`config.mk`:
```
export PLATFORM = sky130hd
export DESIGN_NAME = mem_port_arbiter
export DESIGN_NICKNAME = d
export VERILOG_FILES = /design/src/rtl/mem_port_arbiter_pkg.sv /design/src/rtl/mem_arb_pick.sv /design/src/rtl/mem_port_arbiter.sv
export SDC_FILE = /design/constraint.sdc
export NUM_CORES = 1
export LEC_CHECK = 0
export BUFFER_PORTS_ARGS = -buffer_cell sky130_fd_sc_hd__clkbuf_2
export CAP_MARGIN = 20
export CORE_UTILIZATION = 42
export DETAILED_ROUTE_END_ITERATION = 10
export GPL_TIMING_DRIVEN = 1
export PLACE_DENSITY = 0.76
export SETUP_SLACK_MARGIN = 0.3
export SLEW_MARGIN = 10
export SYNTH_ARGS = -nofsm -noshare
export SYNTH_HDL_FRONTEND = slang
export SYNTH_HIERARCHICAL = 1
export SYNTH_SLANG_ARGS = --single-unit
```
`constraint.sdc`:
```
create_clock -name clk -period 1.75 [get_ports clk]
set_input_delay 0.175 -clock clk [delete_from_list [all_inputs] [get_ports clk]]
set_output_delay 0.175 -clock clk [all_outputs]
set_load 0.005 [all_outputs]
```
`src/rtl/mem_port_arbiter_pkg.sv`:
```
// Shared encodings for the unified memory port arbiter.
//   ST_*    : arbiter FSM state codes (also visible on the fsm_state debug output)
//   OWN_*   : owner / winner codes for the two requesters
//   ARB_*   : arbitration mode values for the ARB_MODE parameter
package mem_port_arbiter_pkg;

  localparam logic [1:0] ST_IDLE     = 2'd0;
  localparam logic [1:0] ST_ISSUE    = 2'd1;
  localparam logic [1:0] ST_WAIT_RSP = 2'd2;

  localparam logic OWN_IF = 1'b0;
  localparam logic OWN_D  = 1'b1;

  localparam int ARB_RR    = 0;
  localparam int ARB_FIXED = 1;

endpackage

```
`src/rtl/mem_arb_pick.sv`:
```
// Combinational 2-way picker.
//   if_req, d_req : qualified requests from the two requesters
//   last          : owner code of the most recently arbitrated requester
//   win           : owner code of the winner (meaningful only when a request is present)
// ARB_MODE selects fixed priority (D beats IF) or round-robin on a tie.
module mem_arb_pick
  import mem_port_arbiter_pkg::*;
#(
  parameter int ARB_MODE = ARB_FIXED
) (
  input  logic if_req,
  input  logic d_req,
  input  logic last,
  output logic win
);

  always_comb begin
    win = OWN_IF;
    if (if_req && d_req) begin
      if (ARB_MODE == ARB_FIXED) win = OWN_D;
      else                       win = (last == OWN_IF) ? OWN_D : OWN_IF;
    end else if (d_req) begin
      win = OWN_D;
    end
  end

endmodule

```
`src/rtl/mem_port_arbiter.sv`:
```
// Shares one single-port memory between the instruction-fetch (if_*) and load/store (d_*)
// requesters. One transaction is outstanding at a time; every transaction is bounded by a
// timeout that returns an error response instead of hanging the core.
//   clk, rst_n                      : clock, asynchronous active-low reset
//   if_req/if_addr                  : fetch request (held until if_gnt)
//   if_gnt/if_rvalid/if_rdata/if_err: fetch accept pulse, response pulse, data, error pulse
//   d_req/d_we/d_be/d_addr/d_wdata  : data request (held until d_gnt)
//   d_gnt/d_rvalid/d_rdata/d_err    : as the fetch side; stores also return d_rvalid
//   mem_req/mem_we/mem_be/mem_addr/mem_wdata : registered request towards memory
//   mem_gnt/mem_rvalid/mem_rdata    : memory accept, response and read data
//   fsm_state                       : debug copy of the arbiter state
//
// Handshakes: a requester raises x_req with stable payload and keeps it until it sees x_gnt;
// mem_req is held with stable mem_* until a cycle with mem_gnt high, which is the transfer.
// mem_rvalid is a one-cycle response with no back-pressure. All outputs are registered, so
// every grant/response pulse appears the cycle after the memory-side event.
module mem_port_arbiter
  import mem_port_arbiter_pkg::*;
#(
  parameter int ARB_MODE    = 1,
  parameter int TIMEOUT_CYC = 64,
  parameter int TO_W        = 8
) (
  input  logic        clk,
  input  logic        rst_n,
  input  logic        if_req,
  input  logic [31:0] if_addr,
  output logic        if_gnt,
  output logic        if_rvalid,
  output logic [31:0] if_rdata,
  output logic        if_err,
  input  logic        d_req,
  input  logic        d_we,
  input  logic [3:0]  d_be,
  input  logic [31:0] d_addr,
  input  logic [31:0] d_wdata,
  output logic        d_gnt,
  output logic        d_rvalid,
  output logic [31:0] d_rdata,
  output logic        d_err,
  output logic        mem_req,
  output logic        mem_we,
  output logic [3:0]  mem_be,
  output logic [31:0] mem_addr,
  output logic [31:0] mem_wdata,
  input  logic        mem_gnt,
  input  logic        mem_rvalid,
  input  logic [31:0] mem_rdata,
  output logic [1:0]  fsm_state
);

  localparam bit            TO_EN    = (TIMEOUT_CYC != 0);
  localparam logic [TO_W-1:0] TO_LIMIT = TO_W'(TIMEOUT_CYC);
  localparam logic [TO_W-1:0] TO_LAST  = TO_W'(TIMEOUT_CYC - 1);

  logic [1:0]      state, state_nxt;
  logic            owner, last, win;
  logic [TO_W-1:0] cnt;
  logic            arb_if, arb_d, arb_go;
  logic            gnt_ev, rsp_ev, err_ev, req_drop, cnt_inc;
  logic            to_hit, to_last;

  // A requester whose gnt is pulsing this cycle is still showing the request that was just
  // accepted; it only gets re-arbitrated once that stale cycle has passed.
  assign arb_if = if_req && !if_gnt;
  assign arb_d  = d_req  && !d_gnt;
  assign arb_go = (state == ST_IDLE) && (arb_if || arb_d);

  assign to_hit  = TO_EN && (cnt == TO_LIMIT);
  assign to_last = TO_EN && (cnt == TO_LAST);

  assign fsm_state = state;

  mem_arb_pick #(.ARB_MODE(ARB_MODE)) u_pick (
    .if_req (arb_if),
    .d_req  (arb_d),
    .last   (last),
    .win    (win)
  );

  // Events decoded from the current state; they become registered pulses next cycle.
  always_comb begin
    state_nxt = state;
    gnt_ev    = 1'b0;
    rsp_ev    = 1'b0;
    err_ev    = 1'b0;
    req_drop  = 1'b0;
    cnt_inc   = 1'b0;
    case (state)
      ST_IDLE: begin
        if (arb_go) state_nxt = ST_ISSUE;
      end
      ST_ISSUE: begin
        if (to_hit) begin
          // Never granted: the error response carries the missing grant as well.
          gnt_ev    = 1'b1;
          rsp_ev    = 1'b1;
          err_ev    = 1'b1;
          state_nxt = ST_IDLE;
        end else if (mem_gnt) begin
          gnt_ev   = 1'b1;
          req_drop = 1'b1;
          cnt_inc  = 1'b1;
          if (mem_rvalid) begin
            rsp_ev    = 1'b1;
            state_nxt = ST_IDLE;
          end else begin
            state_nxt = ST_WAIT_RSP;
          end
        end else begin
          cnt_inc  = 1'b1;
          // Withdraw the request as the count reaches the limit; the abort follows next cycle.
          req_drop = to_last;
        end
      end
      ST_WAIT_RSP: begin
        if (to_hit) begin
          rsp_ev    = 1'b1;
          err_ev    = 1'b1;
          state_nxt = ST_IDLE;
        end else if (mem_rvalid) begin
          rsp_ev    = 1'b1;
          state_nxt = ST_IDLE;
        end else begin
          cnt_inc = 1'b1;
        end
      end
      default: state_nxt = ST_IDLE;
    endcase
  end

  always_ff @(posedge clk or negedge rst_n) begin
    if (!rst_n) begin
      state     <= ST_IDLE;
      owner     <= OWN_IF;
      last      <= OWN_IF;
      cnt       <= '0;
      if_gnt    <= 1'b0;
      if_rvalid <= 1'b0;
      if_rdata  <= '0;
      if_err    <= 1'b0;
      d_gnt     <= 1'b0;
      d_rvalid  <= 1'b0;
      d_rdata   <= '0;
      d_err     <= 1'b0;
      mem_req   <= 1'b0;
      mem_we    <= 1'b0;
      mem_be    <= '0;
      mem_addr  <= '0;
      mem_wdata <= '0;
    end else begin
      state     <= state_nxt;
      if_gnt    <= gnt_ev && (owner == OWN_IF);
      d_gnt     <= gnt_ev && (owner == OWN_D);
      if_rvalid <= rsp_ev && (owner == OWN_IF);
      d_rvalid  <= rsp_ev && (owner == OWN_D);
      if_err    <= err_ev && (owner == OWN_IF);
      d_err     <= err_ev && (owner == OWN_D);

      if (rsp_ev) begin
        if (owner == OWN_IF) if_rdata <= err_ev ? '0 : mem_rdata;
        else                 d_rdata  <= err_ev ? '0 : mem_rdata;
      end

      if (cnt_inc)  cnt     <= cnt + TO_W'(1);
      if (req_drop) mem_req <= 1'b0;

      if (arb_go) begin
        owner   <= win;
        last    <= win;
        cnt     <= '0;
        mem_req <= 1'b1;
        if (win == OWN_D) begin
          mem_we    <= d_we;
          mem_be    <= d_be;
          mem_addr  <= d_addr;
          mem_wdata <= d_wdata;
        end else begin
          mem_we    <= 1'b0;
          mem_be    <= 4'hF;
          mem_addr  <= if_addr;
          mem_wdata <= '0;
        end
      end
    end
  end

endmodule
```
# ---- After elaboration in Yosys (flattened, before gate mapping)
# Index checks and enable logic that the tools add are counted.
dict set report totals {
  regBits 151
}
dict set report classes {
  n_eq_ne 7
  bitwise 1
  n_reduce_logical 20
  add_sub_neg 1
  muxes 35
}
# operator n
set ops {}
lappend ops {{$mux W32} 3}
lappend ops {{$mux W1} 20}
lappend ops {{$mux W8} 2}
lappend ops {{$mux W2} 6}
lappend ops {{$logic_and A1 B1 Y1} 10}
lappend ops {{$add A8 B1 Y8 const B} 1}
lappend ops {{$eq A8 B6 Y1 const B} 1}
lappend ops {{$eq A8 B7 Y1 const B} 1}
lappend ops {{$ne A3 B3 Y1 const B} 2}
lappend ops {{$pmux W2 S3} 1}
lappend ops {{$mux W4} 1}
lappend ops {{$pmux W1 S2} 2}
lappend ops {{$reduce_and A2 Y1} 2}
lappend ops {{$reduce_bool A2 Y1} 2}
lappend ops {{$reduce_and A3 Y1} 1}
lappend ops {{$eq A2 B1 Y1 const B} 1}
lappend ops {{$eq A2 B2 Y1 const B} 1}
lappend ops {{$logic_not A1 Y1} 2}
lappend ops {{$logic_not A2 Y1} 1}
lappend ops {{$ne A2 B2 Y1 const B} 1}
lappend ops {{$reduce_or A2 Y1} 1}
lappend ops {{$logic_or A1 B1 Y1} 1}
lappend ops {{$not A1 Y1} 1}

# ---- Logic depth before layout (Yosys ltp)
# Gate-level depths: netlist (run 1).
dict set report depth {
  ltp_word 6
  mapped_depth 8
  ltp_nobuf 6
}

# ---- Hierarchy
# Netlist (run 1), hierarchy kept.
# module cells_each seq_area_each_um2 area_each_um2 instances
set by_module_without_submodules {}
lappend by_module_without_submodules {mem_port_arbiter 541 3778.6 6137.1 1}
lappend by_module_without_submodules {mem_arb_pick 1 0.0 3.8 1}

# ---- Least setup slack after synthesis (run 1)
# OpenSTA, ideal clock, no wires.
dict set report synth_path {
  path_kind {register -> register}
  start {reg state[0] (netlist: fsm_state[0])}
  end {reg d_rdata[10]}
  period_less_slack_ns 1.711
  slack_ns 0.039
  path_stages_with_launch 7
  required_time_ns 1.685
  arrival_ns 1.646
  cell_sequence {dfrtp_1 > inv_1 > ha_1 > o21ai_1 > a21o_1 > buf_2 > a22o_1}
}
dict set report synth_between {
  elab_chain_len 4
  elab_cells_between_ends 7
  classes_between {2 x eq/ne; 3 x mux; 2 x reduce/logical}
}
# element line_no
set synth_rtl {}
lappend synth_rtl {{start: declaration} mem_port_arbiter.sv:56} ;# logic [1:0] state, state_nxt;
lappend synth_rtl {{start signal: assignment} mem_port_arbiter.sv:152} ;# state <= state_nxt;
lappend synth_rtl {{$eq A2 B2 Y1 / $eq A2 B1 Y1 (equally long branches)} mem_port_arbiter.sv:89} ;# case (state)
lappend synth_rtl {{$reduce_or A2 Y1 (no source line)} -}
lappend synth_rtl {{$mux W1} -}
lappend synth_rtl {{$mux W32} mem_port_arbiter.sv:162} ;# else d_rdata <= err_ev ? '0 : mem_rdata;
lappend synth_rtl {{end signal: assignment} mem_port_arbiter.sv:162}
lappend synth_rtl {{end: declaration} mem_port_arbiter.sv:39} ;# output logic [31:0] d_rdata,
# Parallel ways exist; a longest one is shown, timed or not.
# A chain may end at the register's enable or synchronous reset.

# ---- Worst setup path in the final report (run 1)
dict set report layout_path {
  start {reg cnt[0]}
  end {reg if_rdata[12]}
}
dict set report layout_between {
  elab_chain_len 4
  elab_cells_between_ends 8
  classes_between {1 x eq/ne; 6 x mux; 1 x reduce/logical}
}
# element line_no
set layout_rtl {}
lappend layout_rtl {{start: declaration} mem_port_arbiter.sv:58} ;# logic [TO_W-1:0] cnt;
lappend layout_rtl {{start signal: assignment} mem_port_arbiter.sv:165} ;# if (cnt_inc) cnt <= cnt + TO_W'(1);
lappend layout_rtl {{$eq A8 B7 Y1 (*)} mem_port_arbiter.sv:69} ;# assign to_hit = TO_EN && (cnt == TO_LIMIT);
lappend layout_rtl {{$mux W1 (on tied branches)} {mem_port_arbiter.sv:117, mem_port_arbiter.sv:94}}
lappend layout_rtl {{$pmux W1 S2 / $mux W1 (equally long branches)} -}
lappend layout_rtl {{$reduce_and A2 Y1 (no source line) / $mux W32 (equally long branches)} -}
lappend layout_rtl {{end signal: assignment} mem_port_arbiter.sv:161} ;# if (owner == OWN_IF) if_rdata <= err_ev ? '0 : mem_rdata;
lappend layout_rtl {{end: declaration} mem_port_arbiter.sv:30} ;# output logic [31:0] if_rdata,
# Mark *: on every way between the ends. The rest lies on a longest branch, timed or not.

==> results of run 1 <==
[worst paths after layout]
path                                       to  slack, ns  depth (start not counted)
worst max-delay path             if_rdata[12]       0.01                          7
worst min-delay path              d_rdata[30]       0.03                          2
worst max register to register   if_rdata[12]       0.01                          7
worst min register to register  mem_wdata[19]       0.47                          2
max in group asynchronous       mem_wdata[29]       0.88                          3
min in group asynchronous         d_rdata[13]       0.25                          2
[Yosys cell counts]
master	count
a21o_1	2
a21oi_1	5
a22o_1	64
a311oi_1	1
a31oi_1	5
and2_4	1
and3_1	2
and4_1	1
and4bb_1	1
buf_1	1
buf_2	11
buf_6	7
clkbuf_1	21
dfrtp_1	151
ha_1	5
inv_1	12
mux2i_1	32
nand2_1	106
nand3_1	33
nor2_1	14
nor2b_1	4
nor3_1	2
nor3_4	2
nor3b_1	1
nor4_1	1
o2111ai_1	2
o211ai_1	4
o21a_1	1
o21ai_0	37
o21ai_1	1
o21ai_2	1
o2bb2ai_1	1
o31ai_1	2
or2_2	1
or3_1	3
xor2_1	4
[cells by family after synthesis]
| family | after synthesis |
|---|---|
| mux | 32 |
| flops | 151 |
| compound gates | 126 |
| buf+inv | 52 |
| xor+xnor | 4 |
| simple gates | 172 |
| fa+ha+maj | 5 |
[layout by cell type, fill, tap and decap left out, drive strengths merged, types with 3 or more instances in the layout]
master         n
a21oi          5
a22o          64
a31oi          5
buf           60
bufinv         3
clkbuf       311
clkinv         6
dfrtp        151
dlygate4sd3   69
ha             5
inv           14
mux2i         32
nand2        106
nand3         33
nor2          14
nor2b          4
nor3           4
o211ai         4
o21ai         39
or3            3
xor2           4
[metal layers]
metal | vias to the layer above | track usage, %
met1 | 3015 | 30.89
met4 | 0 | 11.20
met2 | 317 | 45.86
li1 | 2709 | -
met5 | - | 0
met3 | 68 | 4.797
[flip-flops by register name, indices dropped and copies added (netlist names)]
register / cells
cnt: 8
d_rdata: 32
mem_we: 1
mem_be: 4
if_rdata: 32
mem_wdata: 32
mem_addr: 32
d_rvalid: 1
mem_req: 1
if_gnt: 1
fsm_state: 2
d_gnt: 1
if_rvalid: 1
d_err: 1
if_err: 1
last: 1
[per-stage QoR]
stage	cell area [sq um]	setup slack [ns]	setup TNS (ns)	power, uW
floorplan	6223	0.1269	0	8773
global placement	7916	0.1384	0	11290
detailed placement	7916	0.05244	0	11460
CTS	9588	0.1320	0	16150
global route	10610	-0.04263	-0.6494	19660
finish	10610	0.01086	0	18720
[power by group through the flow]
stage / registers, uW / clock network (uW) / logic [uW]
2_1_floorplan: 6020 / 0 / 2750
3_3_place_gp: 5930 / 0 / 5360
3_5_place_dp: 5970 / 0 / 5490
4_1_cts: 5920 / 3840 / 6390
5_1_grt: 6300 / 4040 / 9320
6_report: 6170 / 3820 / 8730
[timing repair]
action,CTS,global route
gates cloned,5,19
gates resized for setup,31,160
setup buffers,13,11
setup endpoints to repair,145,148
hold endpoints to repair,131,1
hold buffers,68,1
pin swaps,6,84
[layout make-up]
type	count	area share, %
well taps	180	2.122
inverters	12	0.4244
clock inverters	13	1.615
repair buffers	421	30.66
flip-flops and latches	151	35.60
multi-input cells	340	25.29
clock buffers	19	4.267
diodes	1	0.02358
==> results.toml, run 1 <==
[sta]
fin_crit_ns = 1.739
timing.fmax_ghz = 0.5750
setup_viol = 0
rsz0062_at_grt = "true"
worst_hold_slack_ns = 0.02600
worstMarginPinSlew_ns = 0.4261
fin_crit_sh_pct = 99.38
hold_violations = 0
fin_skew_ns = 0.007438
slew_headroom_pct = 71.59
finalMaxSlewViolations = 0

[place]
post-place-cells = 987
dp_hpwl_um = 11550
io_buffers = 280
gp_congestion = 0.8284

[clock_tree]
clk_latency_ns = 0.41
h-tree-depth = 4
cts_num_sinks = 151
numCtsBuffers = 17
cts_root_buffer = "clkbuf_16"
clkTransAtPathRegs_ns = 0.06
cts_tree = "built"
clockBufferDepth = 2

[drt]
ant_nets = 0
wl_um = 22960
wl_met3_um = 1418
highest_layer = "met4"
num_vias = 6109
routedLengthMet1_um = 8635
viasPerCell = 5.373
drtIter0Drc = 341
first_pass_iters = 4
avgRoutedWirePerCell_um = 20.19
wl_met2_um = 12080
route.detailed.drc = 0

[worst_setup_path]
critPathLaunchType = "flip-flop"
critical_path_buf_inv_count = 2
end_kind = "flip-flop"
critical_path_arrival_ns = 2.03
critPathSlowestCell = "dfrtp_1"
r2r-start = "cnt[0]"
path_cells = "inv_1 -> ha_1 -> and4bb_1 -> nand2_2 -> a21o_4 -> buf_12 -> a22o_1"
path_max_fanout = 17
critPathRequiredTime_ns = 2.04
crit_path_start = "cnt[0]"
critPathMaxStageDelay_ns = 0.38
critical_path.top_delay_family = "compound AO/OA/AOI/OAI gates"
critPathKind = "reg2reg"

[synthesis]
synth_top_area_cell = "dfrtp_1"
synth_top_family_by_area = "compound AO/OA/AOI/OAI gates"
ys_ff_latch = 151
synth-xor-area-share_pct = 0.5705
netlist_area_sq_um = 6141
yosys.area.top_type_share_pct = 61.53
syn_nets = 686
ys_seq_area_share_pct = 61.53
yosys_warnings = 6
synth.distinct_cells = 36
syn_area_per_cell_sq_um = 11.33
synth_fa_ha_area_share_pct = 1.019
syn-instance-count = 542
synthSimpleGateAreaFrac_pct = 12.45
synth_area_leaders = "dfrtp_1, a22o_1, nand2_1"
synth_compound_area_share_pct = 14.96
muxShareOfSynthArea_pct = 5.216

[pwr]
seqPwrFrac_pct = 33.0
switching_share_pct = 36.06
combPwrFrac_pct = 46.6
p_leak_uw = 0.005442
ir_drop_mv = 0.8714
p_int_uw = 11970
pwr_density_cell_nw_per_um2 = 1763
power.switching_uw = 6749
power_frac_clock_pct = 20.4

[die]
die_h_um = 122.9
start_util_pct = 43.56
die-area_sq_um = 15110
num_rows = 43
die_w_um = 122.9
io_pins = 281
core_area_sq_um = 14100

[finish]
multi_input_area_sq_um = 2684
finalNetCount = 1087
syn_to_final_growth_pct = 72.84
fillCellCount = 880
postLayoutCoreUtil_pct = 75.30
register_area_sq_um = 3779
stdcell_count = 1137
drive_gt1_share_pct = 51.26

[run_status]
status = "completed"

[global_routing]
gr-total-overflow = 0
grt_max_degree = 44
antenna_found_initial = 0
grt_use_total_pct = 25.97
grt_pass1_vias = 5709
grt_pass1_wl_um = 29240

[flow_run]
drv_cap = 0

[min_path]
min_from = "mem_rdata[30]"
hold_class = "in2reg"
No activity file was read; power rests on OpenSTA's default activity.
==> inputs of run 2 (changes only) <==
- CORE_UTILIZATION: 42 -> 47
- PLACE_DENSITY: 0.76 -> 0.8
- clock period: 1.75 -> 1.7 ns (I/O delays scaled with it)
==> results.toml, run 2 (same netlist as run 1, synthesis figures left out) <==
[run_status]
status = "finished with violations"
violations = "negative setup slack"

[min_path]
whs_path_depth = 2
min_from = "mem_rdata[30]"
hold_class = "in2reg"
min_to = "d_rdata[30]"

[finish]
finalNetCount = 1097
final_cell_mix = "clkbuf_2, dfrtp_1, dlygate4sd3_1"
fillCellCount = 542
register_area_sq_um = 3779
fin_area_sq_um = 11130
drive_gt1_share_pct = 57.14
multi_input_area_sq_um = 3049
final_common_cell = "clkbuf_2"
syn_to_final_growth_pct = 81.30

[drt]
wl_um = 28550
highest_layer = "met4"
route.detailed.drc = 0
routedLengthMet1_um = 9906
num_vias = 6804
wl_met2_um = 14450
ant_nets = 0
wl_met3_um = 2199
viasPerCell = 5.974
first_pass_iters = 5
avgRoutedWirePerCell_um = 25.06
drtIter0Drc = 724

[worst_setup_path]
path_max_fanout = 33
critical_path_arrival_ns = 2.13
ff2ff_setup_slack_ns = -0.14
r2r-start = "cnt[4]"
critPathLaunchType = "flip-flop"
reg2reg_depth = 5
rr_endpoint = "if_rdata[30]"
end_kind = "flip-flop"
critPathKind = "reg2reg"
critPathRequiredTime_ns = 2.00

[clock_tree]
clkTransAtPathRegs_ns = 0.07
clk_latency_ns = 0.43
cts_root_buffer = "clkbuf_16"
h-tree-depth = 4
cts_tree = "built"
cts_num_sinks = 151
numCtsBuffers = 17
clockBufferDepth = 2

[sta]
timing.final.ws_setup_ns = -0.1357
fin_crit_ns = 1.836
worstMarginPinSlew_ns = 0.5215
timing.fmax_ghz = 0.5447
fin_crit_sh_pct = 108.0
fin_skew_ns = 0.01423
rsz0062_at_grt = "true"
tns_ns = -5.798
setup_viol = 66
hold_violations = 0
finalMaxSlewViolations = 0
worst_hold_slack_ns = 0.02223
slew_headroom_pct = 65.16

[global_routing]
grt_pass1_wl_um = 30930
grt_use_total_pct = 30.64
gr-total-overflow = 0
grt_max_degree = 55
antenna_found_initial = 1
grt_pass1_vias = 6114

[die]
die_h_um = 116.3
start_util_pct = 48.46
num_rows = 41
die-area_sq_um = 13530
die_w_um = 116.3
core_area_sq_um = 12670
io_pins = 281

[pwr]
power_uw = 20880
p_leak_uw = 0.005622
pwr_density_cell_nw_per_um2 = 1875
ir_drop_mv = 1.443

[place]
io_buffers = 280
dp_hpwl_um = 11820
gp_congestion = 0.8391
place_area_sq_um = 7874

[flow_run]
drv_cap = 0
run 2: cell count changes in the layout (fill, tap and decap cells not counted), moves of 5 or more:
cell and change:
mux2i_2 +6, buf_4 +9, o21ai_2 +6, nand2_4 +13, mux2i_1 -5, nand3_4 +11
nand3_2 +7, nand2_1 -17, o21ai_1 -8, nor2_1 -5, nand3_1 -18, clkbuf_16 +6
run 2: worst max-delay path, cell delays in order (launching register included):
cell and delay, ns:
dfrtp_1 0.43, nor3_1 0.41, nand2_2 0.16, a21o_1 0.25
buf_12 0.18, a22o_1 0.26
run 2: worst max-delay path by stage:
stage | to | depth (start not counted) | start
floorplan | if_rdata[10] | 8 | cnt[0]
global placement | d_rdata[17] | 6 | fsm_state[1]
detailed placement | if_rdata[12] | 6 | fsm_state[0]
CTS | if_rdata[30] | 7 | cnt[0]
global route | if_rdata[28] | 7 | cnt[0]
finish | if_rdata[30] | 5 | cnt[4]
run 2: repair_timing:
action,in CTS,in global routing
hold buffers,67,2
pin swaps,10,108
setup buffers,10,24
resized for setup,33,239
gates cloned,4,26
hold endpoints to repair,133,2
setup endpoints to repair,143,149
run 2: per-stage QoR:
step / cells / util [%] / setup WS (ns)
2_1_floorplan: 542 / - / 0.07709
3_5_place_dp: 973 / 62.14 / 0.02810
5_1_grt: 1139 / 87.86 / -0.1649
4_1_cts: 1086 / 74.82 / 0.03373
3_3_place_gp: 973 / 62.14 / 0.09883
6_report: 1139 / 87.86 / -0.1357
run 2: layout make-up:
class | count | share of cell area, %
clock buffer | 18 | 3.945
inverter | 12 | 0.4046
timing repair buffer | 432 | 30.88
multi-input combinational | 339 | 27.39
clock inverter | 14 | 1.483
antenna | 1 | 0.02248
sequential | 151 | 33.94
tap | 172 | 1.933
run 2: power breakdown:
group          internal, uW  switching, uW
clock                  2250           1680
sequential             5200           1420
combinational          5200           5130
run 2: metal layers:
layer / vias up / global-route usage, %
li1: 2741 / -
met5: - / 0
met1: 3342 / 33.72
met4: 0 / 17.26
met3: 183 / 8.199
met2: 538 / 53.61
